## src/rtl/uart_pkg.sv

```systemverilog
// Shared definitions for the UART transmit path.
// Contents:
//   state_t          - arbiter sequencer states (IDLE, SEND, DONE, GAP)
//   CR_BYTE, LF_BYTE - line terminator bytes used by message sources
//   clog2()          - ceiling log2, used for index widths
package uart_pkg;

  typedef enum logic [1:0] {
    IDLE = 2'd0,
    SEND = 2'd1,
    DONE = 2'd2,
    GAP  = 2'd3
  } state_t;

  localparam logic [7:0] CR_BYTE = 8'h0D;
  localparam logic [7:0] LF_BYTE = 8'h0A;

  function automatic int clog2(input int value);
    int r;
    r = 0;
    while ((1 << r) < value) r++;
    return r;
  endfunction

endpackage

```

## src/rtl/rr_arbiter.sv

```systemverilog
// Combinational circular priority select.
// The search starts at index ptr and wraps; the first set request wins.
// Ports:
//   req         in  NUM_REQ  request vector
//   ptr         in  ID_W     highest-priority index for this search
//   grant       out NUM_REQ  one-hot winner (all zero when nothing requested)
//   grant_idx   out ID_W     index of the winner
//   grant_valid out 1        at least one request was set
module rr_arbiter
  import uart_pkg::*;
#(
  parameter int NUM_REQ = 2,
  parameter int ID_W    = clog2(NUM_REQ)
) (
  input  logic [NUM_REQ-1:0] req,
  input  logic [ID_W-1:0]    ptr,
  output logic [NUM_REQ-1:0] grant,
  output logic [ID_W-1:0]    grant_idx,
  output logic               grant_valid
);

  int pos;

  always_comb begin
    grant       = '0;
    grant_idx   = '0;
    grant_valid = 1'b0;
    pos         = 0;
    for (int k = 0; k < NUM_REQ; k++) begin
      pos = (int'(ptr) + k) % NUM_REQ;
      if (!grant_valid && req[ID_W'(pos)]) begin
        grant_valid          = 1'b1;
        grant[ID_W'(pos)]    = 1'b1;
        grant_idx            = ID_W'(pos);
      end
    end
  end

endmodule

```

## src/rtl/uart_tx_arbiter.sv

```systemverilog
// Message-level round-robin arbiter and sequencer in front of uart_tx.
// A granted requester's message is copied into a local buffer, then streamed
// byte by byte (byte 0 = most significant byte of the slice) over a
// valid/ready handshake.
//
// Handshake: a byte transfers on every sys_clk edge where
// tx_data_valid && tx_data_ready; while valid is high and ready is low,
// tx_data and tx_data_valid hold their values.
//
// Ports:
//   sys_clk, sys_rst  clock, synchronous active-high reset
//   req               per-requester level request, held until ack
//   req_len           per-requester byte count (LEN_W each)
//   req_data          per-requester message (MSG_BYTES*8 each)
//   ack               one-cycle one-hot completion pulse
//   busy              high whenever the sequencer is not IDLE
//   grant_id          current or last granted requester
//   tx_data, tx_data_valid, tx_data_ready  byte stream to uart_tx
//   dbg_state         sequencer state for observation
module uart_tx_arbiter
  import uart_pkg::*;
#(
  parameter int NUM_REQ   = 2,
  parameter int MSG_BYTES = 21,
  parameter int LEN_W     = 5,
  localparam int ID_W     = clog2(NUM_REQ)
) (
  input  logic                           sys_clk,
  input  logic                           sys_rst,
  input  logic [NUM_REQ-1:0]             req,
  input  logic [NUM_REQ*LEN_W-1:0]       req_len,
  input  logic [NUM_REQ*MSG_BYTES*8-1:0] req_data,
  output logic [NUM_REQ-1:0]             ack,
  output logic                           busy,
  output logic [ID_W-1:0]                grant_id,
  output logic [7:0]                     tx_data,
  output logic                           tx_data_valid,
  input  logic                           tx_data_ready,
  output logic [1:0]                     dbg_state
);

  localparam int MSG_W = MSG_BYTES * 8;

  state_t               state, next_state;
  logic [ID_W-1:0]      rr_ptr;
  logic [ID_W-1:0]      arb_idx;
  logic [NUM_REQ-1:0]   arb_grant;
  logic                 arb_valid;
  logic [NUM_REQ-1:0]   grant_oh;
  logic [MSG_W-1:0]     msg_buf;
  logic [MSG_W-1:0]     sel_data;
  logic [LEN_W-1:0]     sel_len;
  logic [LEN_W-1:0]     eff_len;
  logic [LEN_W-1:0]     msg_len;
  logic [LEN_W-1:0]     idx;
  logic                 accept;
  logic                 last_byte;

  function automatic logic [7:0] byte_at(input logic [MSG_W-1:0] m,
                                         input logic [LEN_W-1:0] k);
    return m[(MSG_BYTES - 1 - int'(k)) * 8 +: 8];
  endfunction

  rr_arbiter #(
    .NUM_REQ (NUM_REQ),
    .ID_W    (ID_W)
  ) u_rr (
    .req         (req),
    .ptr         (rr_ptr),
    .grant       (arb_grant),
    .grant_idx   (arb_idx),
    .grant_valid (arb_valid)
  );

  assign sel_data  = req_data[int'(arb_idx) * MSG_W +: MSG_W];
  assign sel_len   = req_len[int'(arb_idx) * LEN_W +: LEN_W];
  // Overlong requests are clipped to the buffer size, so idx stays in range.
  assign eff_len   = (sel_len > LEN_W'(MSG_BYTES)) ? LEN_W'(MSG_BYTES) : sel_len;
  assign accept    = tx_data_valid && tx_data_ready;
  assign last_byte = (idx == msg_len - LEN_W'(1));

  assign busy      = (state != IDLE);
  assign ack       = (state == DONE) ? grant_oh : '0;
  assign dbg_state = state;

  always_ff @(posedge sys_clk) begin
    if (sys_rst) state <= IDLE;
    else         state <= next_state;
  end

  always_comb begin
    next_state = state;
    case (state)
      IDLE: if (arb_valid) next_state = (eff_len == '0) ? DONE : SEND;
      SEND: if (accept && last_byte) next_state = DONE;
      DONE: next_state = GAP;
      // GAP gives a registered requester a cycle to drop req after ack.
      GAP:  next_state = IDLE;
      default: next_state = IDLE;
    endcase
  end

  always_ff @(posedge sys_clk) begin
    if (sys_rst) begin
      rr_ptr        <= '0;
      grant_id      <= '0;
      grant_oh      <= '0;
      msg_buf       <= '0;
      msg_len       <= '0;
      idx           <= '0;
      tx_data       <= '0;
      tx_data_valid <= 1'b0;
    end else begin
      case (state)
        IDLE: begin
          if (arb_valid) begin
            grant_id <= arb_idx;
            grant_oh <= arb_grant;
            rr_ptr   <= (arb_idx == ID_W'(NUM_REQ - 1)) ? '0 : arb_idx + ID_W'(1);
            msg_buf  <= sel_data;
            msg_len  <= eff_len;
            idx      <= '0;
            if (eff_len != '0) begin
              tx_data       <= sel_data[MSG_W-1 -: 8];
              tx_data_valid <= 1'b1;
            end
          end
        end
        SEND: begin
          if (accept) begin
            if (last_byte) begin
              tx_data_valid <= 1'b0;
            end else begin
              idx     <= idx + LEN_W'(1);
              tx_data <= byte_at(msg_buf, idx + LEN_W'(1));
            end
          end
        end
        default: ;
      endcase
    end
  end

endmodule
```

## config.mk

```make
export PLATFORM = sky130hd
export DESIGN_NAME = uart_tx_arbiter
export DESIGN_NICKNAME = d
export VERILOG_FILES = /design/src/rtl/uart_pkg.sv /design/src/rtl/rr_arbiter.sv /design/src/rtl/uart_tx_arbiter.sv
export SDC_FILE = /design/constraint.sdc
export NUM_CORES = 1
export LEC_CHECK = 0
export BUFFER_PORTS_ARGS = -buffer_cell sky130_fd_sc_hd__buf_2
export CAP_MARGIN = 20
export CORE_MARGIN = 2
export CORE_UTILIZATION = 40
export DETAILED_ROUTE_END_ITERATION = 10
export PLACE_DENSITY = 0.73
export REMOVE_ABC_BUFFERS = 1
export SLEW_MARGIN = 20
export SYNTH_ARGS = -nofsm -noshare
export SYNTH_HDL_FRONTEND = slang
export SYNTH_SLANG_ARGS = --single-unit
```

## constraint.sdc

```tcl
create_clock -name sys_clk -period 5.9 [get_ports sys_clk]
set_input_delay 1.18 -clock sys_clk [delete_from_list [all_inputs] [get_ports sys_clk]]
set_output_delay 1.18 -clock sys_clk [all_outputs]
set_load 0.01 [all_outputs]
```

==> impl_table.tex, run 1 <==
\begin{tabular}{lr}
\hline
Metric & Value \\
\hline
\multicolumn{2}{l}{\textbf{Outcome}} \\
\quad Status & finished clean \\
\multicolumn{2}{l}{\textbf{Logic synthesis}} \\
\quad Count of yosys warnings during synthesis & 0 \\
\quad Flip-flop and latch count after synthesis & 192 \\
\quad Synthesized area per cell & 9.57 µm² \\
\quad Number of instances in the synthesized netlist & 1076 \\
\quad Synthesized area & 10300 µm² \\
\quad Proportion of synthesized flip-flops having asynchronous set or reset & 0 \\
\quad Primary flip-flop cell chosen by synthesis mapping & dfxtp\_1 \\
\quad EDFF count, synth & 0 \\
\quad Distinct cell type count after synthesis & 65 \\
\quad Register area share after synthesis & 0.373 \\
\multicolumn{2}{l}{\textbf{Placed design}} \\
\quad Placed Cells & 1673 \\
\quad Placement-stage worst setup slack & 2.29 ns \\
\quad Routability cong. & 0.798 \\
\quad IO buf count & 363 \\
\quad Hpwl dp & 19800 µm \\
\multicolumn{2}{l}{\textbf{Worst hold path}} \\
\quad Type of the worst min-delay path & reg -> reg \\
\quad Origin of the worst min-delay path & grant\_id \\
\multicolumn{2}{l}{\textbf{Floorplan}} \\
\quad Die W & 164 µm \\
\quad Number of I/O pins & 366 \\
\quad Core Region & 25300 µm² \\
\quad Effective utilization at floorplan & 0.408 \\
\quad Die extent in y & 164 µm \\
\quad Number of standard-cell rows in the floorplan & 58 \\
\quad Die area & 27000 µm² \\
\multicolumn{2}{l}{\textbf{GRT}} \\
\quad Initial antenna violation count & 1 \\
\quad Vias in the first global route & 8159 \\
\quad Pin count of the biggest net entering global routing & 185 \\
\quad Total global routing overflow & 0 \\
\quad Global-route wire length before repair & 41500 µm \\
\quad Total routing usage reported by global routing & 0.196 \\
\multicolumn{2}{l}{\textbf{Clocking}} \\
\quad Root Buffer Master & clkbuf\_16 \\
\quad Clock transition at the registers of the reported paths & 0.07 ns \\
\quad Number of sinks on the clock net & 192 \\
\quad Cells resized by post-CTS repair & 0 \\
\quad Deepest level of the CTS H-tree & 4 \\
\quad CTS max path bufs & 2 \\
\quad Number of buffers added for setup after CTS & 0 \\
\quad Worst skew pair latency & 0.44 ns \\
\quad TritonCTS Buffers & 17 \\
\quad Quantity of hold-fixing buffers added after cts & 0 \\
\quad Clock tree from TritonCTS & built \\
\multicolumn{2}{l}{\textbf{Timing}} \\
\quad Setup WS post-layout & 2.52 ns \\
\quad Setup repair after global routing missed its margin & no \\
\quad Final Skew & 0.0159 ns \\
\quad Setup-failing EPs final & 0 \\
\quad Max Clk Rate & 296 MHz \\
\quad Final max-slew violation count & 0 \\
\quad Fin crit share & 0.573 \\
\quad Relative slew margins & 0.302 \\
\quad Slew of the pin with the lowest slew margin & 1.05 ns \\
\quad Final Hold Fails & 0 \\
\quad Time the final worst path needs with I/O delays and setup & 3.38 ns \\
\multicolumn{2}{l}{\textbf{Critical path}} \\
\quad Setup crit end kind & flip-flop \\
\quad Critical Path Start Type & flip-flop \\
\quad Crit Path Class & reg -> reg \\
\quad Critical Path Start & rr\_ptr \\
\quad Cell-by-cell listing of the critical path & nand2\_1 > and3\_1 > o21a\_1 > nor3\_1 > buf\_4 > nor4b\_2 > a211o\_1 \\
\quad Beginning of the worst register-to-register path & rr\_ptr \\
\quad Critical path's slowest cell & dfxtp\_4 \\
\quad CP Max Fanout & 41 \\
\quad Req. time, crit path & 6.27 ns \\
\quad Data arrival time of the worst path & 3.75 ns \\
\quad Worst path max stage delay & 0.80 ns \\
\multicolumn{2}{l}{\textbf{Routing}} \\
\quad Pre-Repair DR Iteration Count & 5 \\
\quad Number of routed nets with antenna violations & 0 \\
\quad Ratio of routed vias to standard cells & 5.27 \\
\quad Routed Wire Length & 27200 µm \\
\quad Drt drc & 0 \\
\quad Detailed-route wire length per cell & 16.0 µm \\
\quad Vias post-DR & 8984 \\
\quad DRC marker count from the first detailed-route iteration & 431 \\
\multicolumn{2}{l}{\textbf{Power}} \\
\quad Static power due to leakage & 5.31 nW \\
\quad Largest vdd supply drop & 586 µV \\
\quad Power density normalized to cell area & 489 nW/µm² \\
\multicolumn{2}{l}{\textbf{Layout}} \\
\quad Post-layout instance count excluding filler cells & 1704 \\
\quad Net count of the finished layout & 1718 \\
\quad Number of diodes & 0 \\
\quad Area growth syn-to-layout & 24.0\% \\
\quad Share of cells above drive strength 1 & 0.338 \\
\quad Fill count & 2408 \\
\multicolumn{2}{l}{\textbf{Flow run}} \\
\quad Max-capacitance violation count & 0 \\
\hline
\end{tabular}
-- logic make-up (layout without fill, tap and decap cells) --
group / count (synthesis) / count (layout) / share of synthesized area
AO/OA/AOI/OAI: 250 / 250 / 0.178
XOR/XNOR: 9 / 9 / 0.00766
adder cells (fa/ha/maj): 5 / 5 / 0.00608
buffers and inverters: 121 / 419 / 0.0492
flip-flops: 192 / 192 / 0.373
multiplexers: 231 / 231 / 0.273
other: 1 / 1 / 0.000364
AND/OR/NAND/NOR: 267 / 267 / 0.112
-- placed cells by master, fill, tap and decap left out, types with 3 or more instances in the layout --
| cell type | n |
|---|---|
| a211o_1 | 7 |
| a211oi_1 | 168 |
| a21oi_1 | 21 |
| a31oi_1 | 6 |
| and4b_1 | 6 |
| buf_2 | 362 |
| buf_4 | 9 |
| clkbuf_16 | 17 |
| clkinv_4 | 3 |
| dfxtp_1 | 189 |
| ha_1 | 4 |
| inv_1 | 14 |
| inv_8 | 5 |
| mux2_2 | 8 |
| mux2i_1 | 183 |
| mux4_2 | 39 |
| nand2_1 | 25 |
| nand2b_1 | 5 |
| nand3_1 | 12 |
| nand4_1 | 3 |
| nor2_1 | 190 |
| nor3_1 | 7 |
| o21ai_0 | 10 |
| o221ai_1 | 6 |
| o31ai_1 | 7 |
| xnor2_1 | 3 |
| xor2_1 | 6 |
-- power by group --
group	leakage, nW	internal [mW]	switching [mW]
Combinational	3.44	1.26	1.51
Clock	0.275	0.564	0.560
Sequential	1.59	1.96	0.389
Total	5.31	3.78	2.46
-- layout make-up --
type | instances | area, µm² | area share
multi-input cells | 763 | 5960 | 0.467
inverters | 15 | 56.3 | 0.00441
flip-flops and latches | 192 | 3850 | 0.302
clock buffers | 17 | 425 | 0.0333
well taps | 330 | 413 | 0.0323
clock inverters | 14 | 148 | 0.0116
repair buffers | 373 | 1910 | 0.150
-- worst max-delay path: cells and delay by family (launching register included) --
family / cells / cell delay [ns]
flip-flops: 1 / 0.80
AND/OR/NAND/NOR: 4 / 1.75
AO/OA/AOI/OAI: 2 / 0.55
buffers and inverters: 1 / 0.20
-- through the flow --
step	total power [mW]	instance area, µm²	util	hold WS, ns	setup TNS (ns)
5_1_grt	6.75	12800	0.505	0.484	0
2_1_floorplan	3.92	9840	-	0.430	-1128.24
6_report	6.24	12800	0.505	0.453	0
3_3_place_gp	5.08	12200	0.483	0.446	0
4_1_cts	6.31	12800	0.505	0.460	0
3_5_place_dp	5.18	12200	0.483	0.449	0
-- state kept, by name, indices dropped and copies added (netlist names) --
name / flops
idx: 5
grant_oh: 1
tx_data_valid: 1
rr_ptr: 1
dbg_state: 2
msg_buf: 168
tx_data: 8
grant_id: 1
msg_len: 5
-- path summary, 6_finish.rpt --
kind	endpoint	slack (ns)	depth (start not counted)
worst max-delay path	tx_data[2]	2.52	7
worst min-delay path	grant_id	0.45	2
worst max register to register	tx_data[2]	2.52	7
worst min register to register	grant_id	0.45	2
-- per-layer routing --
layer / GRT usage / share of wire / vias to the layer above
met2: 0.349 / 0.50 / 265
met5: 0 / 0 / -
met4: 0.0506 / 0.011 / 0
met3: 0.0299 / 0.047 / 22
met1: 0.249 / 0.44 / 4100
li1: - / - / 4597
-- synth_stat cells, types with 8 or more instances --
cell type    n  area [µm²]
mux2i_1    183        1830
nand3_1     12        60.1
a211oi_1   168        1260
mux2_2       8        90.1
inv_1       14        52.6
buf_2       12        60.1
nand2_1     25        93.8
o21ai_0     10        50.1
nor2_1     191         717
dfxtp_1    192        3840
mux4_2      39         878
a21oi_1     21         105
clkbuf_1    83         312
No activity file was read; power rests on OpenSTA's default activity.
==> run 2, diff against run 1 <==
--- a/config.mk
+++ b/config.mk
@@ -10,7 +10,7 @@
 export CORE_MARGIN = 2
 export CORE_UTILIZATION = 40
 export DETAILED_ROUTE_END_ITERATION = 10
-export PLACE_DENSITY = 0.73
+export PLACE_DENSITY = 0.76
 export REMOVE_ABC_BUFFERS = 1
 export SLEW_MARGIN = 20
 export SYNTH_ARGS = -nofsm -noshare
==> constraint.sdc (replaced) <==
create_clock -name sys_clk -period 3.1 [get_ports sys_clk]
set_input_delay 0.62 -clock sys_clk [delete_from_list [all_inputs] [get_ports sys_clk]]
set_output_delay 0.62 -clock sys_clk [all_outputs]
set_load 0.01 [all_outputs]
==> impl_table.tex, run 2 (synthesis results as in run 1) <==
\begin{tabular}{lr}
\hline
Metric & Value \\
\hline
\multicolumn{2}{l}{\textbf{Worst hold path}} \\
\quad Type of the worst min-delay path & reg -> reg \\
\multicolumn{2}{l}{\textbf{Timing}} \\
\quad Worst hold slack after final layout & 0.464 ns (+0.0104 ns) \\
\quad Time the final worst path needs with I/O delays and setup & 2.86 ns (-0.517 ns) \\
\quad Max Clk Rate & 349 MHz (+18\%) \\
\quad Slew of the pin with the lowest slew margin & 1.08 ns (+0.0318 ns) \\
\quad Final max-slew violation count & 0 (unchanged) \\
\quad Setup repair after global routing missed its margin & no \\
\quad Setup-failing EPs final & 0 (unchanged) \\
\quad Final Hold Fails & 0 (unchanged) \\
\quad Fin crit share & 0.923 (+0.350) \\
\quad Summed negative setup slack over all endpoints & 0 ns (unchanged) \\
\quad Relative slew margins & 0.274 (-0.0278) \\
\quad Final Skew & 0.0116 ns (-0.00434 ns) \\
\multicolumn{2}{l}{\textbf{Layout}} \\
\quad Post-layout instance count excluding filler cells & 1719 (+0.88\%) \\
\quad Area growth syn-to-layout & 25.6\% \\
\quad Area occupied by registers & 3850 µm² (unchanged) \\
\quad Area of the multi-input gates & 5960 µm² (unchanged) \\
\quad Share of the core filled with cells & 0.512 (+0.00649) \\
\quad Biggest regs & msg\_buf (168), tx\_data (8) \\
\quad Most common cell after layout, fill and taps aside & buf\_2 \\
\quad Share of cells above drive strength 1 & 0.344 (+0.00573) \\
\quad Largest reg by FF count & msg\_buf \\
\quad Fill count & 2348 (-2.5\%) \\
\quad Largest register FFs & 168 (unchanged) \\
\quad Net count of the finished layout & 1729 (+0.64\%) \\
\quad Top library cells by usage in the layout, fill and taps aside & buf\_2, nor2\_1, dfxtp\_1 \\
\quad Layout Cell Area excl Fill & 12900 µm² (+1.3\%) \\
\multicolumn{2}{l}{\textbf{Placed design}} \\
\quad IO buf count & 363 (unchanged) \\
\quad Routability cong. & 0.827 (+3.6\%) \\
\quad Hpwl dp & 21500 µm (+8.5\%) \\
\quad Placed Cells & 1684 (+0.66\%) \\
\quad Placed cell area & 12300 µm² (+1.1\%) \\
\multicolumn{2}{l}{\textbf{Critical path}} \\
\quad Req. time, crit path & 3.47 ns (-2.80 ns) \\
\quad Data arrival time of the worst path & 3.23 ns (-0.52 ns) \\
\quad CP Max Fanout & 26 (-37\%) \\
\quad Crit Path Class & reg -> reg \\
\quad Critical Path Start Type & flip-flop \\
\quad Setup crit end kind & flip-flop \\
\multicolumn{2}{l}{\textbf{Clocking}} \\
\quad TritonCTS Buffers & 17 (unchanged) \\
\quad Clock transition at the registers of the reported paths & 0.08 ns (about the same) \\
\quad Quantity of hold-fixing buffers added after cts & 0 (unchanged) \\
\quad Clock tree from TritonCTS & built \\
\quad CTS max path bufs & 2 (unchanged) \\
\quad Number of sinks on the clock net & 192 (unchanged) \\
\quad Root Buffer Master & clkbuf\_16 \\
\quad Worst skew pair latency & 0.43 ns (about the same) \\
\quad Deepest level of the CTS H-tree & 4 (unchanged) \\
\quad Cells resized by post-CTS repair & 0 (unchanged) \\
\quad Number of buffers added for setup after CTS & 0 (unchanged) \\
\multicolumn{2}{l}{\textbf{GRT}} \\
\quad Global-route wire length before repair & 44300 µm (+6.9\%) \\
\quad Initial antenna violation count & 3 (+2) \\
\quad Pin count of the biggest net entering global routing & 142 (-23\%) \\
\quad Vias in the first global route & 8679 (+6.4\%) \\
\quad Total routing usage reported by global routing & 0.210 (+0.0137) \\
\quad Total global routing overflow & 0 (unchanged) \\
\multicolumn{2}{l}{\textbf{Routing}} \\
\quad Ratio of routed vias to standard cells & 5.30 (+0.50\%) \\
\quad Wire length on met1 & 12600 µm (+4.8\%) \\
\quad Routed Wire Length & 28900 µm (+6.2\%) \\
\quad Pre-Repair DR Iteration Count & 4 (-1) \\
\quad Drt drc & 0 (unchanged) \\
\quad Number of routed nets with antenna violations & 0 (unchanged) \\
\quad Vias post-DR & 9108 (+1.4\%) \\
\quad Met3 Routed Length & 1470 µm (+16\%) \\
\quad DRC marker count from the first detailed-route iteration & 486 (+13\%) \\
\quad Uppermost signal routing layer after detailed routing & met4 \\
\quad Detailed-route wire length per cell & 16.8 µm (+5.3\%) \\
\quad Wire length on met2 & 14400 µm (+5.9\%) \\
\multicolumn{2}{l}{\textbf{Floorplan}} \\
\quad Number of I/O pins & 366 (unchanged) \\
\quad Die area & 27000 µm² (unchanged) \\
\quad Core Region & 25300 µm² (unchanged) \\
\quad Die W & 164 µm (unchanged) \\
\quad Number of standard-cell rows in the floorplan & 58 (unchanged) \\
\quad Effective utilization at floorplan & 0.408 (unchanged) \\
\quad Die extent in y & 164 µm (unchanged) \\
\multicolumn{2}{l}{\textbf{Power}} \\
\quad Part of the power in the clock network & 0.183 (+0.003) \\
\quad Switching share of total power & 0.396 (+0.00136) \\
\quad Proportion of power drawn by flip-flops and latches & 0.360 (-0.015) \\
\quad Switching pwr & 4.79 mW (+94\%) \\
\quad Static power due to leakage & 5.41 nW (+1.7\%) \\
\quad Pint & 7.31 mW (+93\%) \\
\quad Comb pwr share & 0.457 (+0.012) \\
\quad Power density normalized to cell area & 936 nW/µm² (+91\%) \\
\quad Largest vdd supply drop & 687 µV (+17\%) \\
\multicolumn{2}{l}{\textbf{Outcome}} \\
\quad Status & finished clean \\
\multicolumn{2}{l}{\textbf{Flow run}} \\
\quad Max-capacitance violation count & 0 (unchanged) \\
\hline
\end{tabular}
==> run 2: power groups by stage <==
| stage | registers (mW) | clock network (mW) | logic (mW) |
|---|---|---|---|
| finish | 4.36 | 2.22 | 5.53 |
| detailed placement | 4.42 | 0 | 5.57 |
| global route | 4.51 | 2.39 | 6.17 |
| global placement | 4.35 | 0 | 5.43 |
| CTS | 4.36 | 2.28 | 5.58 |
| floorplan | 3.45 | 0 | 2.44 |
==> run 2: worst paths after layout <==
kind / startpoint / to / slack, ns / cells after the start
setup / recovery: idx[0] / tx_data[3] / 0.24 / 8
hold / removal: msg_buf[164] / msg_buf[164] / 0.46 / 2
hold reg to reg: msg_buf[164] / msg_buf[164] / 0.46 / 2
setup reg to reg: idx[0] / tx_data[3] / 0.24 / 8
==> run 2: stage by stage <==
stage / power [mW] / setup slack (ns)
finish: 12.1 / 0.239
global route: 13.1 / 0.0683
CTS: 12.2 / 0.298
detailed placement: 9.98 / 0.322
global placement: 9.78 / 0.397
floorplan: 5.89 / -8.82
==> run 2: layout make-up <==
class,count,area share
antenna,3,0.000581
clock buffer,18,0.0340
clock inverter,14,0.0122
inverter,15,0.00435
multi-input combinational,763,0.461
sequential,192,0.298
tap,330,0.0319
timing repair buffer,384,0.158
==> run 2: metal layers <==
| layer | global-route usage | up-vias |
|---|---|---|
| met1 | 0.263 | 4171 |
| met5 | 0 | - |
| met2 | 0.370 | 286 |
| li1 | - | 4624 |
| met4 | 0.0534 | 0 |
| met3 | 0.0429 | 27 |
==> run 2: critical path: stages (launching register included) <==
cell      delay, ns
dfxtp_2        0.41
ha_4           0.24
buf_4          0.29
a211oi_1       0.23
a41oi_1        0.09
o22a_1         0.27
nor4_1         0.83
and4b_1        0.34
a211o_1        0.10
